File: config.mk
export PLATFORM = sky130hd
export DESIGN_NAME = sfp_link_ctrl
export DESIGN_NICKNAME = d
export VERILOG_FILES = /design/src/rtl/sfp_link_ctrl.sv
export SDC_FILE = /design/constraint.sdc
export NUM_CORES = 1
export LEC_CHECK = 0
export ABC_AREA = 1
export CAP_MARGIN = 20
export CORE_ASPECT_RATIO = 1.25
export CORE_UTILIZATION = 55
export DETAILED_ROUTE_END_ITERATION = 10
export GPL_ROUTABILITY_DRIVEN = 0
export PLACE_DENSITY_LB_ADDON = 0.15
export SYNTH_ARGS = -nofsm -noshare
export SYNTH_HDL_FRONTEND = slang
export SYNTH_SLANG_ARGS = --single-unit
File: constraint.sdc
create_clock -name clk100 -period 2.2 [get_ports clk100]
set_input_delay 0.22 -clock clk100 [delete_from_list [all_inputs] [get_ports clk100]]
set_output_delay 0.22 -clock clk100 [all_outputs]
set_load 0.005 [all_outputs]
File: src/rtl/sfp_link_ctrl.sv
`default_nettype none
// ============================================================================
// Module      : sfp_link_ctrl
// Description : SFP/PCS link bring-up sequencer with retry limit, fault latch
//               and link-drop counting.
// Revision    : 1.0 - initial release
// ============================================================================
module sfp_link_ctrl #(
    parameter logic [15:0] DISABLE_CYCLES = 16'd1000,
    parameter logic [15:0] RST_CYCLES     = 16'd256,
    parameter logic [23:0] LOCK_TIMEOUT   = 24'd1000000,
    parameter logic [3:0]  RETRY_MAX      = 4'd8
) (
    input  logic       clk100,
    input  logic       sys_rst_n,
    input  logic       enable,
    input  logic       tx_fault,
    input  logic       rx_los,
    input  logic       clk_alarm_b,
    input  logic       block_lock,
    output logic       tx_disable,
    output logic       pcs_reset,
    output logic       link_up,
    output logic       fault,
    output logic [2:0] state,
    output logic [3:0] retry_cnt,
    output logic [7:0] link_drops
);

    typedef enum logic [2:0] {
        IDLE      = 3'd0,
        TX_OFF    = 3'd1,
        PCS_RST   = 3'd2,
        WAIT_LOCK = 3'd3,
        LINK_UP   = 3'd4,
        FAULT     = 3'd5
    } state_t;

    // A programmed dwell of zero still spends one cycle in the state.
    localparam logic [23:0] c_disable_load = (DISABLE_CYCLES == 16'd0) ? 24'd1 : {8'd0, DISABLE_CYCLES};
    localparam logic [23:0] c_rst_load     = (RST_CYCLES == 16'd0)     ? 24'd1 : {8'd0, RST_CYCLES};
    localparam logic [23:0] c_lock_load    = (LOCK_TIMEOUT == 24'd0)   ? 24'd1 : LOCK_TIMEOUT;

    logic [1:0]  r_rst_sync;
    logic [1:0]  r_tx_fault_sync;
    logic [1:0]  r_rx_los_sync;
    logic [1:0]  r_clk_alarm_b_sync;
    logic [1:0]  r_block_lock_sync;
    state_t      r_state;
    state_t      w_next;
    logic [23:0] r_timer;
    logic [23:0] w_timer_load;
    logic        w_expired;
    logic        w_retry_inc;
    logic [3:0]  r_retry_cnt;
    logic [7:0]  r_link_drops;
    logic        r_tx_disable, r_pcs_reset, r_link_up, r_fault;
    logic        w_tx_disable, w_pcs_reset;

    wire w_tx_fault_s    = r_tx_fault_sync[1];
    wire w_rx_los_s      = r_rx_los_sync[1];
    wire w_clk_alarm_b_s = r_clk_alarm_b_sync[1];
    wire w_block_lock_s  = r_block_lock_sync[1];

    always_ff @(posedge clk100 or negedge sys_rst_n) begin
        if (!sys_rst_n) begin
            r_rst_sync         <= 2'b00;
            r_tx_fault_sync    <= 2'b00;
            r_rx_los_sync      <= 2'b00;
            r_clk_alarm_b_sync <= 2'b00;
            r_block_lock_sync  <= 2'b00;
        end else begin
            r_rst_sync         <= {r_rst_sync[0], 1'b1};
            r_tx_fault_sync    <= {r_tx_fault_sync[0], tx_fault};
            r_rx_los_sync      <= {r_rx_los_sync[0], rx_los};
            r_clk_alarm_b_sync <= {r_clk_alarm_b_sync[0], clk_alarm_b};
            r_block_lock_sync  <= {r_block_lock_sync[0], block_lock};
        end
    end

    assign w_expired = (r_timer <= 24'd1);

    always_comb begin
        w_next       = r_state;
        w_retry_inc  = 1'b0;
        w_timer_load = 24'd0;
        if (!r_rst_sync[1] || !enable) begin
            w_next = IDLE;
        end else if (w_tx_fault_s && (r_state == TX_OFF || r_state == PCS_RST ||
                                      r_state == WAIT_LOCK || r_state == LINK_UP)) begin
            w_next = FAULT;
        end else begin
            case (r_state)
                IDLE:      w_next = TX_OFF;
                TX_OFF:    if (w_expired && w_clk_alarm_b_s) w_next = PCS_RST;
                PCS_RST: begin
                    if (!w_clk_alarm_b_s)  w_next = TX_OFF;
                    else if (w_expired)    w_next = WAIT_LOCK;
                end
                WAIT_LOCK: begin
                    // Lock beats a coincident timeout; a clock alarm aborts without charging a retry.
                    if (w_block_lock_s && !w_rx_los_s) begin
                        w_next = LINK_UP;
                    end else if (!w_clk_alarm_b_s) begin
                        w_next = TX_OFF;
                    end else if (w_expired) begin
                        w_retry_inc = 1'b1;
                        w_next      = (r_retry_cnt + 4'd1 == RETRY_MAX) ? FAULT : TX_OFF;
                    end
                end
                LINK_UP:   if (w_rx_los_s || !w_block_lock_s || !w_clk_alarm_b_s) w_next = TX_OFF;
                FAULT:     w_next = FAULT;
                default:   w_next = IDLE;
            endcase
        end

        case (w_next)
            TX_OFF:    w_timer_load = c_disable_load;
            PCS_RST:   w_timer_load = c_rst_load;
            WAIT_LOCK: w_timer_load = c_lock_load;
            default:   w_timer_load = 24'd0;
        endcase

        w_tx_disable = (w_next == IDLE) || (w_next == TX_OFF) || (w_next == FAULT);
        w_pcs_reset  = w_tx_disable || (w_next == PCS_RST);
    end

    always_ff @(posedge clk100 or negedge sys_rst_n) begin
        if (!sys_rst_n) begin
            r_state      <= IDLE;
            r_timer      <= 24'd0;
            r_retry_cnt  <= 4'd0;
            r_link_drops <= 8'd0;
            r_tx_disable <= 1'b1;
            r_pcs_reset  <= 1'b1;
            r_link_up    <= 1'b0;
            r_fault      <= 1'b0;
        end else begin
            r_state <= w_next;
            if (w_next != r_state)
                r_timer <= w_timer_load;
            else if (r_timer != 24'd0)
                r_timer <= r_timer - 24'd1;

            if (w_next == IDLE || w_next == LINK_UP)
                r_retry_cnt <= 4'd0;
            else if (w_retry_inc)
                r_retry_cnt <= r_retry_cnt + 4'd1;

            // Exits forced by enable going low are deliberate, not drops.
            if (r_state == LINK_UP && w_next != LINK_UP && enable && r_link_drops != 8'hFF)
                r_link_drops <= r_link_drops + 8'd1;

            r_tx_disable <= w_tx_disable;
            r_pcs_reset  <= w_pcs_reset;
            r_link_up    <= (w_next == LINK_UP);
            r_fault      <= (w_next == FAULT);
        end
    end

    assign state      = r_state;
    assign tx_disable = r_tx_disable;
    assign pcs_reset  = r_pcs_reset;
    assign link_up    = r_link_up;
    assign fault      = r_fault;
    assign retry_cnt  = r_retry_cnt;
    assign link_drops = r_link_drops;

endmodule
`default_nettype wire

* Yosys cells after proc, flatten, opt, wreduce, memory -nomap -nowiden *
Index checks and enable logic that the tools add are counted.

storage, ports and cells
  register bits after elaboration = 53
  output and inout port bits = 19
  word-level logic and storage cells = 79

operators by class
  add/sub/neg operators = 3
  order comparisons = 1
  eq/ne operators = 14
  muxes and demuxes = 22
  reductions and logical operators = 26

operators with widths
  kind                                                                     number
  20-bit one-hot mux with 3 select lines                                   1
  24-bit 2-to-1 mux                                                        2
  3-bit 2-to-1 mux                                                         10
  24-bit by 1-bit <= comparator with 1-bit output (second input constant)  1
  24-bit nonzero test                                                      1
  24-bit by 1-bit subtractor with 24-bit output (second input constant)    1
  3-bit one-hot mux with 6 select lines                                    1
  3-bit by 2-bit equality test with 1-bit output (second input constant)   4
  3-bit equality test (second input constant)                              4
  1-bit logical OR                                                         10
  8-bit by 1-bit adder with 8-bit output (second input constant)           1
  4-bit 2-to-1 mux                                                         2
  8-bit != test (second input constant)                                    1
  3-bit by 1-bit equality test with 1-bit output (second input constant)   2
  1-bit logical AND                                                        6
  3-bit logical NOT                                                        2
  1-bit 2-to-1 mux                                                         6
  1-bit logical NOT                                                        5
  4-bit by 1-bit adder with 4-bit output (second input constant)           1
  4-bit equality test (second input constant)                              1
  2-bit nonzero test                                                       2
  3-bit != test                                                            1
  3-bit != test (second input constant)                                    1

* Logic depth before layout (Yosys ltp) *
Gate-level depths: netlist of the first run.

  depth after elaboration = 13
  mapped depth = 19

* Worst setup path before layout of the first run *
OpenSTA, ideal clock, no wires.

  path kind = register to register
  start = register r_timer[0]
  end = register r_timer[1]
  setup time = 0.128 ns
  data arrival time = 1.945 ns
  data required time = 2.072 ns
  setup slack = 0.128 ns
  cell stages (with the launch flop) = 15
  buffers on the path = 1
  period minus slack after synthesis = 2.072 ns
  path through = dfrtp_1 -> inv_1 -> ha_1 -> inv_1 -> nand2_1 -> nand2_1 -> nor2_2 -> nand3_2 -> o21ai_1 -> nand4_1 -> a21oi_1 -> nor2_4 -> nand3_4 -> buf_6 -> nor2_4

on the way
  longest elaborated chain between the ends = 9
  elaborated cells on any way between the ends = 17
  classes of those cells = 1 x add/sub; 1 x order compare; 1 x eq/ne; 11 x mux; 3 x reduce/logical

RTL lines
  item                                                     RTL line  text
  start, declared                                          51        logic [23:0] r_timer;
  start signal, assigned                                   141       r_timer <= w_timer_load;
  start signal, assigned                                   143       r_timer <= r_timer - 24'd1;
  24-bit by 1-bit <= comparator with 1-bit output          81        assign w_expired = (r_timer <= 24'd1);
  3-bit 2-to-1 mux                                         106       end else if (w_expired) begin
  3-bit 2-to-1 mux                                         104       end else if (!w_clk_alarm_b_s) begin
  3-bit 2-to-1 mux                                         102       if (w_block_lock_s && !w_rx_los_s) begin
  3-bit one-hot mux with 6 select lines                    93        case (r_state)
  3-bit 2-to-1 mux                                         89        end else if (w_tx_fault_s && (r_state == TX_OFF || r_state == PCS_RST ||
  3-bit 2-to-1 mux                                         87        if (!r_rst_sync[1] || !enable) begin
  3-bit != test                                            140       if (w_next != r_state)
  24-bit 2-to-1 mux or 2-bit nonzero test (tied branches)  --

Parallel ways exist; a longest one is shown, timed or not. The select of a mux whose other input is x is not followed.
A chain may end at the register's enable or synchronous reset.

* Worst setup path after layout of the first run *
  start = register r_timer[1]
  end = register r_timer[8]

on the way
  longest elaborated chain between the ends = 10
  elaborated cells on any way between the ends = 21
  classes of those cells = 1 x add/sub; 1 x order compare; 4 x eq/ne; 12 x mux; 3 x reduce/logical

RTL lines
  item                                                                                                              RTL line  text
  24-bit by 1-bit <= comparator with 1-bit output                                                                   81
  3-bit 2-to-1 mux                                                                                                  106
  3-bit 2-to-1 mux                                                                                                  104
  3-bit 2-to-1 mux                                                                                                  102
  3-bit one-hot mux with 6 select lines                                                                             93
  3-bit 2-to-1 mux                                                                                                  89
  3-bit 2-to-1 mux                                                                                                  87
  3-bit by 2-bit equality test with 1-bit output or 3-bit by 1-bit equality test with 1-bit output (tied branches)  117       case (w_next)
  20-bit one-hot mux with 3 select lines                                                                            117
  24-bit 2-to-1 mux                                                                                                 140

Parallel ways exist; a longest one is shown, timed or not. The select of a mux whose other input is x is not followed.

==> metrics.txt, run 1 <==
Post-Syn Area 2950 um2; area of the multi-input gates 1570 um2; number of enable flip-flop cells after synthesis 0; VDD IR max 547 uV; vias per cell 5.38; total CTS buffers 5; row count 29; Avg WL per Cell 14.0 um; most instantiated cells after synthesis nand2_1, dfrtp_1, nor2_1; switch share 40.4%; syn nets 364; XOR/XNOR Fraction of Synth Area 7.72%; via count 2,597; Avg Synthesized Cell Area 8.40 um2; placed cell areas 3510 um2; CTS root buffer clkbuf_8; Synth area leaders dfrtp_1, nand2_1, nor2_4; pwr dens 1020 nW/um2; largest family of logic cells by synthesized area simple AND/OR/NAND/NOR gates; failing checks negative setup slack; H-tree levels 2; Synth Instances 351; Iter 0 DRT Violations 92; Simple-Gate Fraction of Synth Area 32.7%; post-synthesis adder-cell area fraction 2.55%; Reg power frac 34.3%; fraction of layout cells with a size suffix above 1 25.7%; router iterations before antenna repair 4; first-pass GRT wire length 10.9 mm; Post-CTS Hold Buffers 0; final std cells w/o fill slightly below 500; Crit. End Element flip-flop; Max FO, Critical Path 4; # nets final roughly 430; FF+latch area 1330 um2; R2R Setup Slk -0.01 ns; area leader, netlist dfrtp_1; Die Area 5660 um2; most common cell in the netlist nand2_1; FMAX approximately 450 MHz; crit path launch type flip-flop; Seq/Total Area, Yosys 45.1%; Filler Cell Count ~350; Tcrit/Tclk final 101%; # placed instances roughly 470; Reg-to-Reg Start r_timer[1]; total core area ~5100 um2; final setup fails 4; reg2reg path depth 16; largest net degree at the start of global routing 54; Clock power frac about 17%; Die Wd 67.5 um; Leak 0.00185 uW; CP Class flip-flop to flip-flop; Worst-Margin Slew 0.661 ns; Yosys top cell area share around 43%; worst hold slack 0.0239 ns; unrepaired setup endpoints after global routing true; Logic pwr share around half; Initial Util between 50 and 60%; NetSw 1560 uW; # diodes 0; fin. max-slew vios 0; max cap viols 0; Ports 26; Worst R2R End r_timer[8]; Distinct cells, synth 34; final setup skew around 0.008 ns; ys async rst share between 90% and 100%; Power Total between 3000 and 4000 uW; post-synthesis mux area share 0%; Primary FF master, synth dfrtp_1; GRT Util Overall between 20% and 30%; Sink Count 53; clk_lat worst skew between 0.3 and 0.4 ns; Worst EP required 2.41 ns; status finished with violations; Worst slew margin a little under three fifths; PortBufs 25; compound-cell area share of the yosys netlist 5.69%; Worst Hold Class primary input to async pin; Reg clk slew, reported paths 0.09 ns; vias in the first global route 2,554; Detail Route Antenna Nets 0; CTS tree built; flip-flop and latch count after synthesis 53; WL final 6.78 mm; final worst setup slack -0.0113 ns; Internal Pwr Total 2300 uW; minimum clock period approximately 2.2 ns; TNS Setup -0.0257 ns; Die Y-Extent 83.9 um; residual DRC count 0; grt ovf 0; initial antenna violation count 0; Synth Warn # 0; Max clock buf depth 2; DP Wirelength between 4 and 5 mm; Layout Area Growth over Synthesis 28.6%; Arrival @ worst endpoint 2.42 ns; final hold vios 0; post-route cell area between 3000 and 4000 um2
critical path: stages, from the launching register on:
cell     delay, ns
dfrtp_1       0.41
inv_2         0.12
ha_4          0.15
inv_2         0.03
nand2_1       0.05
nand2_1       0.05
nor2_2        0.11
nand3_2       0.11
o21ai_1       0.14
nand4_1       0.15
a21oi_1       0.25
nor2_4        0.09
buf_4         0.15
nand3_4       0.08
nand2_1       0.10
o21ai_2       0.08
inv_1         0.05
layout by cell type (no fill, tap or decap), types with 4 or more instances in the layout:
cell / Yosys / final
nor2_2: 5 / 8
nor3_2: 1 / 4
a21oi_2: 1 / 7
o21ai_1: 4 / 4
clkdlybuf4s50_1: 0 / 24
nand2_1: 73 / 69
buf_6: 1 / 4
xnor2_1: 12 / 11
dfrtp_1: 51 / 51
ha_1: 6 / 4
buf_4: 3 / 37
inv_2: 1 / 6
nor2_1: 38 / 35
inv_1: 36 / 31
a21oi_1: 15 / 9
o21ai_0: 8 / 7
nor2_4: 13 / 14
nand3_1: 25 / 24
nand2_2: 3 / 6
xor2_1: 14 / 14
nand4_1: 14 / 14
nor3_1: 11 / 8
clkbuf_8: 0 / 5
power by group through the flow:
stage / Clock [uW] / Sequential (uW) / Combinational (uW)
CTS: 687 / 1310 / 1710
global route: 727 / 1340 / 2050
global placement: 0 / 1310 / 1590
floorplan: 0 / 1320 / 1100
detailed placement: 0 / 1320 / 1620
finish: 668 / 1320 / 1870
registers in the layout, indices dropped and copies added (netlist names):
signal              flops
fault                   1
link_drops              8
link_up                 1
pcs_reset               1
r_block_lock_sync       2
r_clk_alarm_b_sync      2
r_rst_sync              2
r_rx_los_sync           2
r_timer                24
r_tx_fault_sync         2
retry_cnt               4
state                   3
tx_disable              1
metal layers:
| metal | vias up | global-route usage (%) | share of wire (%) |
|---|---|---|---|
| li1 | 1273 | - | - |
| met1 | 1229 | 29.0 | 39 |
| met2 | 71 | 43.7 | 54 |
| met3 | 24 | 5.19 | 3.5 |
| met4 | 0 | 15.7 | 3.9 |
| met5 | - | 0 | 0 |
cell families after synthesis:
logic type	after synthesis
xor+xnor	26
simple gates	191
flops	53
fa+ha+maj	6
compound gates	31
buf+inv	43
other cells	1
metrics by stage:
stage | worst slack [ns] | utilization, %
2_1_floorplan | 0.128 | -
3_3_place_gp | 0.0385 | 68.5
3_5_place_dp | -0.0214 | 68.5
4_1_cts | -0.00599 | 72.1
5_1_grt | -0.197 | 74.1
6_report | -0.0113 | 74.1
worst max-delay path by stage:
stage | startpoint | endpoint | slack, ns
5_1_grt | r_timer[1] | r_timer[16] | -0.20
6_report | r_timer[1] | r_timer[8] | -0.01
3_5_place_dp | r_timer[1] | r_timer[10] | -0.02
3_3_place_gp | r_timer[1] | link_drops[3] | 0.04
4_1_cts | r_timer[1] | r_timer[14] | -0.006
2_1_floorplan | r_timer[0] | r_timer[1] | 0.13
area by class of cell:
type	count	area share (%)
clock buffer	6	1.91
clock inverter	2	1.02
inverter	37	3.66
multi-input combinational	257	41.3
sequential	53	35.0
tap	62	2.05
timing repair buffer	66	15.0
repair_timing:
| action | 4_1_cts | 5_1_grt |
|---|---|---|
| gates cloned | 2 | 0 |
| endpoints found under the hold margin | 0 | 0 |
| setup endpoints to repair | 18 | 34 |
| buffers inserted | 1 | 3 |
| pin swaps | 6 | 9 |
| gates resized for setup | 14 | 22 |
No activity file was read; power rests on OpenSTA's default activity.
==> run 2, diff against run 1 <==
Settings changed: CTS_BUF_LIST from default to sky130_fd_sc_hd__clkbuf_8, PLACE_DENSITY from default to 0.87, PLACE_DENSITY_LB_ADDON 0.15 to default.
==> run 2 against run 1 <==
The run still ends with negative setup slack left. Wire length rose by 2.6%. Core utilization barely moved. First-iteration DRC count rose by 57%. Largest cell class unchanged. Largest power group unchanged.
==> metrics.txt, run 2 (synthesized netlist as in run 1, its figures left out) <==
reg2reg path depth 15 (-1); end of the critical path r_timer[7]; VDD IR max 559 uV (+2.2%); Tcrit/Tclk final 103% (+2.9 points); unrepaired setup endpoints after global routing true; FF+latch area 1330 um2 (unchanged); CP dominant cell by count nand2_1; clk_lat worst skew 0.31 ns (about the same); critical path's largest stage delay 0.40 ns (about the same); CTS tree built; # diodes 0 (unchanged); total core area 5120 um2 (unchanged); status finished with violations; row count 29 (unchanged); CTS root buffer clkbuf_8; grt ovf 0 (unchanged); WL final 6.96 mm (+2.6%); Reg-to-Reg Start r_timer[1]; minimum clock period 2.27 ns (+0.0628 ns); fin. max-slew vios 0 (unchanged); Detail Route Antenna Nets 0 (unchanged); Worst Hold Class primary input to flip-flop; Reg clk slew, reported paths 0.10 ns (about the same); Arrival @ worst endpoint 2.48 ns (+0.06 ns); max cap viols 0 (unchanged); Max FO, Critical Path 6 (+2); Worst-Margin Slew 0.554 ns (-0.106 ns); Sink Count 53 (unchanged); Avg WL per Cell 14.3 um (+2.1%); fraction of layout cells with a size suffix above 1 24.8% (-0.83 points); final hold vios 0 (unchanged); first-pass GRT wire length 11.2 mm (+2.7%); final worst setup slack -0.0741 ns (-0.0628 ns); post-route cell area 3790 um2 (about the same); residual DRC count 0 (unchanged); via count 2,625 (+1.1%); largest net degree at the start of global routing 30 (-44%); failing checks negative setup slack; # nets final 435 (+0.46%); Setup crit start r_timer[1]; slowest CP cell dfrtp_1; PortBufs 25 (unchanged); most common cell after layout, fill and taps aside nand2_1; Leak 0.00184 uW (-0.64%); FMAX 440 MHz (-2.8%); placed cell areas 3490 um2 (-0.36%); Die Wd 67.5 um (unchanged); initial antenna violation count 0 (unchanged); DP Wirelength 4.76 mm (+3.5%); vias per cell 5.41 (+0.66%); pwr dens 981 nW/um2 (-3.5%); R2R Setup Slk -0.07 ns (-0.06 ns); crit path launch type flip-flop; max FFs per register 24 (unchanged); Crit. End Element flip-flop; Worst slew margin 63.0% (+7.1 points); Die Y-Extent 83.9 um (unchanged); hold path cells 1; vias in the first global route 2,581 (+1.1%); Worst R2R End r_timer[7]; final setup skew 0.0123 ns (+0.00423 ns); Filler Cell Count 336 (-4.8%); worst hold slack 0.349 ns (+0.325 ns); critical path, cell by cell inv_2 > ha_4 > inv_2 > nand2_1 > nand2_1 > nor2_2 > nand3_2 > o21ai_1 > nand4_1 > nand3_1 > nand2_2 > nor2_4 > nand3_4 > nand2_1 > a21oi_1; area of the multi-input gates 1550 um2 (-1.4%); CP Class flip-flop to flip-flop; Max clock buf depth 2 (unchanged); Top reg by flops r_timer; GRT Util Overall 25.8% (-0.20 points); H-tree levels 2 (unchanged); Initial Util 57.6% (unchanged); Layout Area Growth over Synthesis 28.6% (about the same); Die Area 5660 um2 (unchanged); Worst EP required 2.40 ns (about the same); router iterations before antenna repair 4 (unchanged); TNS Setup -1.22 ns (-1.20 ns); total CTS buffers 5 (unchanged); Ports 26 (unchanged); commonest non-fill, non-tap cells in the layout nand2_1, dfrtp_1, buf_4; final setup fails 23 (+19); Iter 0 DRT Violations 144 (+57%)
## run 2: layer usage
metal  part of all wire [%]  GRT usage (%)  wire length (um)  up-vias
li1                       -              -                 -     1272
met1                     42           31.2              2940     1256
met2                     51           44.6              3580       74
met3                    3.3           3.14               229       23
met4                    3.1           10.4               216        0
met5                      0              0                 0        -
## run 2: power by group
| group | switching, uW | internal [uW] | total, uW |
|---|---|---|---|
| combinational | 1050 | 797 | 1850 |
| clock | 322 | 223 | 545 |
| sequential | 176 | 1150 | 1330 |
## run 2: worst max-delay path, delay by kind of cell, from the launching register on
family                     cells  cell delay (ns)
adders and majority gates      1             0.15
AOI/OAI and AO/OA              2             0.23
DFF                            1             0.40
buffers and inverters          2             0.15
and+or+nand+nor               10             1.25
## run 2: worst min-delay path by stage
| stage | from | endpoint | slack [ns] |
|---|---|---|---|
| 2_1_floorplan | sys_rst_n | fault | -0.08 |
| 3_3_place_gp | sys_rst_n | retry_cnt[2] | 0.24 |
| 3_5_place_dp | sys_rst_n | r_timer[1] | 0.23 |
| 4_1_cts | block_lock | r_block_lock_sync[0] | 0.35 |
| 5_1_grt | block_lock | r_block_lock_sync[0] | 0.33 |
| 6_report | tx_fault | r_tx_fault_sync[0] | 0.35 |
## run 2: metrics by stage
step,setup WS (ns),cells,total power [uW],util [%]
after global placement,0.0442,464,2870,68.3
after CTS,-0.0314,477,3540,71.1
after floorplan,0.128,351,2410,-
after detailed placement,-0.0543,464,2940,68.3
final,-0.0741,485,3720,74.1
after global routing,-0.248,485,3950,74.1
## run 2: what timing repair did
action	in CTS	in global routing
setup endpoints to repair	29	36
gates cloned	1	2
resized for setup	6	23
setup buffers	3	6
hold endpoints to repair	24	0
pin swaps	1	2
hold buffers	1	0
## run 2: layout make-up
type	instances	area share [%]
clock buffer	5	1.82
clock inverter	3	0.462
inverter	37	3.66
multi-input combinational	257	40.8
sequential	53	35.0
tap	62	2.05
timing repair buffer	68	16.2
==> run 3, diff against run 2 <==
Settings changed: PLACE_DENSITY 0.87 to 0.78.
Clock period 2.2 ns to 2.88 ns, I/O delays scaled along.
==> run 3 against run 2 <==
The flow now finishes without violations. Non-clock buffer count decreased by 36. Fmax decreased by 12%. Critical path depth increased by 2. Clock power decreased by 17%. Worst setup slack improved by 0.37 ns. Cell area decreased by 9.9%. Die area unchanged. Power decreased by 31%. Core utilization decreased by 7.3 points. Critical path type unchanged. Critical endpoint is now r_timer[4]. Highest routed layer unchanged.
==> metrics.txt, run 3 (synthesized netlist as in run 1, its figures left out) <==
status finished, final reports clean; Sink Count 53 (unchanged); residual DRC count 0 (unchanged); pwr dens 746 nW/um2 (-24%); FMAX 388 MHz (-12%); Max clock buf depth 2 (unchanged); final setup fails 0 (-100%); vias in the first global route 2,381 (-7.7%); fraction of layout cells with a size suffix above 1 12.7% (-12 points); WL final 5.95 mm (-14%); Max FO, Critical Path 12 (+6); via count 2,416 (-8.0%); Worst slew margin 42.1% (-21 points); Die Area 5660 um2 (unchanged); worst slack, placed 0.275 ns (+0.329 ns); Tcrit/Tclk final 89.6% (-14 points); CTS tree built; row count 29 (unchanged); final worst setup slack 0.300 ns (+0.374 ns); max cap viols 0 (unchanged); VDD IR max 428 uV (-23%); # nets final 399 (-8.3%); Post-CTS Hold Buffers 0 (-1); total core area 5120 um2 (unchanged); Ports 26 (unchanged); Worst-Margin Slew 0.869 ns (+0.315 ns); first-pass GRT wire length 10.0 mm (-11%); commonest non-fill, non-tap cells in the layout nand2_1, dfrtp_1, nor2_1; Worst Hold Class primary input to async pin; router iterations before antenna repair 4 (unchanged); vias per cell 5.38 (-0.58%); Detail Route Antenna Nets 0 (unchanged); CP Class flip-flop to flip-flop; Die Wd 67.5 um (unchanged); GRT Util Overall 23.4% (-2.4 points); final setup skew 0.00627 ns (-0.00607 ns); final hold vios 0 (unchanged); initial antenna violation count 0 (unchanged); clk_lat worst skew 0.31 ns (about the same); Layout Area Growth over Synthesis 15.8%; TNS Setup 0 ns (+1.22 ns); grt ovf 0 (unchanged); Die Y-Extent 83.9 um (unchanged); fin. max-slew vios 0 (unchanged); Initial Util 57.6% (unchanged); Reg clk slew, reported paths 0.09 ns (about the same); switch share 40.3% (-1.3 points); Internal Pwr Total 1520 uW (-30%); Avg WL per Cell 13.3 um (-7.6%); DP Wirelength 4.42 mm (-7.1%); unrepaired setup endpoints after global routing false; PortBufs 25 (unchanged); Crit. End Element flip-flop; Logic pwr share 41.6% (-8.0 points); NetSw 1030 uW (-34%); H-tree levels 2 (unchanged); Arrival @ worst endpoint 2.80 ns (+0.32 ns); # diodes 0 (unchanged); CTS root buffer clkbuf_8; crit path launch type flip-flop; Top reg by flops r_timer; minimum clock period 2.58 ns (+0.306 ns); total CTS buffers 5 (unchanged); Leak 0.00166 uW (-10%); Worst EP required 3.10 ns (+0.70 ns); max FFs per register 24 (unchanged); most common cell after layout, fill and taps aside nand2_1; Reg power frac 40.6% (+4.9 points); Iter 0 DRT Violations 83 (-42%); Clock power frac 17.9% (+3.2 points); Final Util 66.8% (-7.3 points); largest net degree at the start of global routing 40 (+33%)
[run 3: worst paths after layout]
check,from,slack (ns),cells after the start,endpoint
worst max register to register,r_timer[1],0.30,17,r_timer[4]
worst min-delay path,sys_rst_n,0.08,1,r_timer[12]
min in group clk100,r_block_lock_sync[0],0.36,0,r_block_lock_sync[1]
worst max-delay path,r_timer[1],0.30,17,r_timer[4]
max in group asynchronous,sys_rst_n,2.16,2,r_timer[7]
worst min register to register,r_block_lock_sync[0],0.36,0,r_block_lock_sync[1]
[run 3: timing repair]
item,in CTS,in global routing
gates resized for setup,0,1
buffers inserted,0,2
endpoints found under the setup margin,0,18
[run 3: cell type report]
cell class / instances / area, um2
multi-input combinational: 257 / 1460
fill: 437 / 1700
sequential: 53 / 1330
tap: 62 / 77.6
timing repair buffer: 32 / 310
clock buffer: 7 / 96.3
clock inverter: 1 / 5.00
inverter: 37 / 139
[run 3: critical path, cell delays in order (launching register included)]
cell     delay, ns
dfrtp_1       0.40
inv_1         0.12
ha_1          0.20
inv_1         0.09
nand2_1       0.07
nand2_1       0.05
nor2_2        0.11
nand3_2       0.12
a21oi_2       0.13
nand2_1       0.08
nand2_2       0.10
nand2_1       0.06
nand2_1       0.07
nand2_2       0.06
nor2_4        0.26
nand3_4       0.22
buf_12        0.18
nor3_1        0.16
[run 3: power by group through the flow]
stage	registers [uW]	logic, uW	clock network, uW
2_1_floorplan	1010	837	0
3_3_place_gp	1040	1020	0
3_5_place_dp	1050	1040	0
4_1_cts	1030	1050	460
5_1_grt	1050	1200	493
6_report	1030	1060	455
[run 3: per-stage QoR]
| step | instances | total power [uW] | instance area [um2] | hold slack, ns |
|---|---|---|---|---|
| after floorplan | 351 | 1840 | 2950 | -0.00759 |
| after global placement | 437 | 2070 | 3270 | 0.333 |
| after detailed placement | 437 | 2090 | 3270 | 0.338 |
| after CTS | 445 | 2540 | 3370 | 0.110 |
| after global routing | 449 | 2750 | 3420 | 0.159 |
| final | 449 | 2550 | 3420 | 0.0843 |
[run 3: routing by layer]
layer | up-vias | wire [um] | global-route usage (%)
met2 | 44 | 3210 | 42.0
met5 | - | 0 | 0
li1 | 1200 | - | -
met1 | 1158 | 2380 | 25.9
met3 | 14 | 172 | 3.83
met4 | 0 | 185 | 10.1
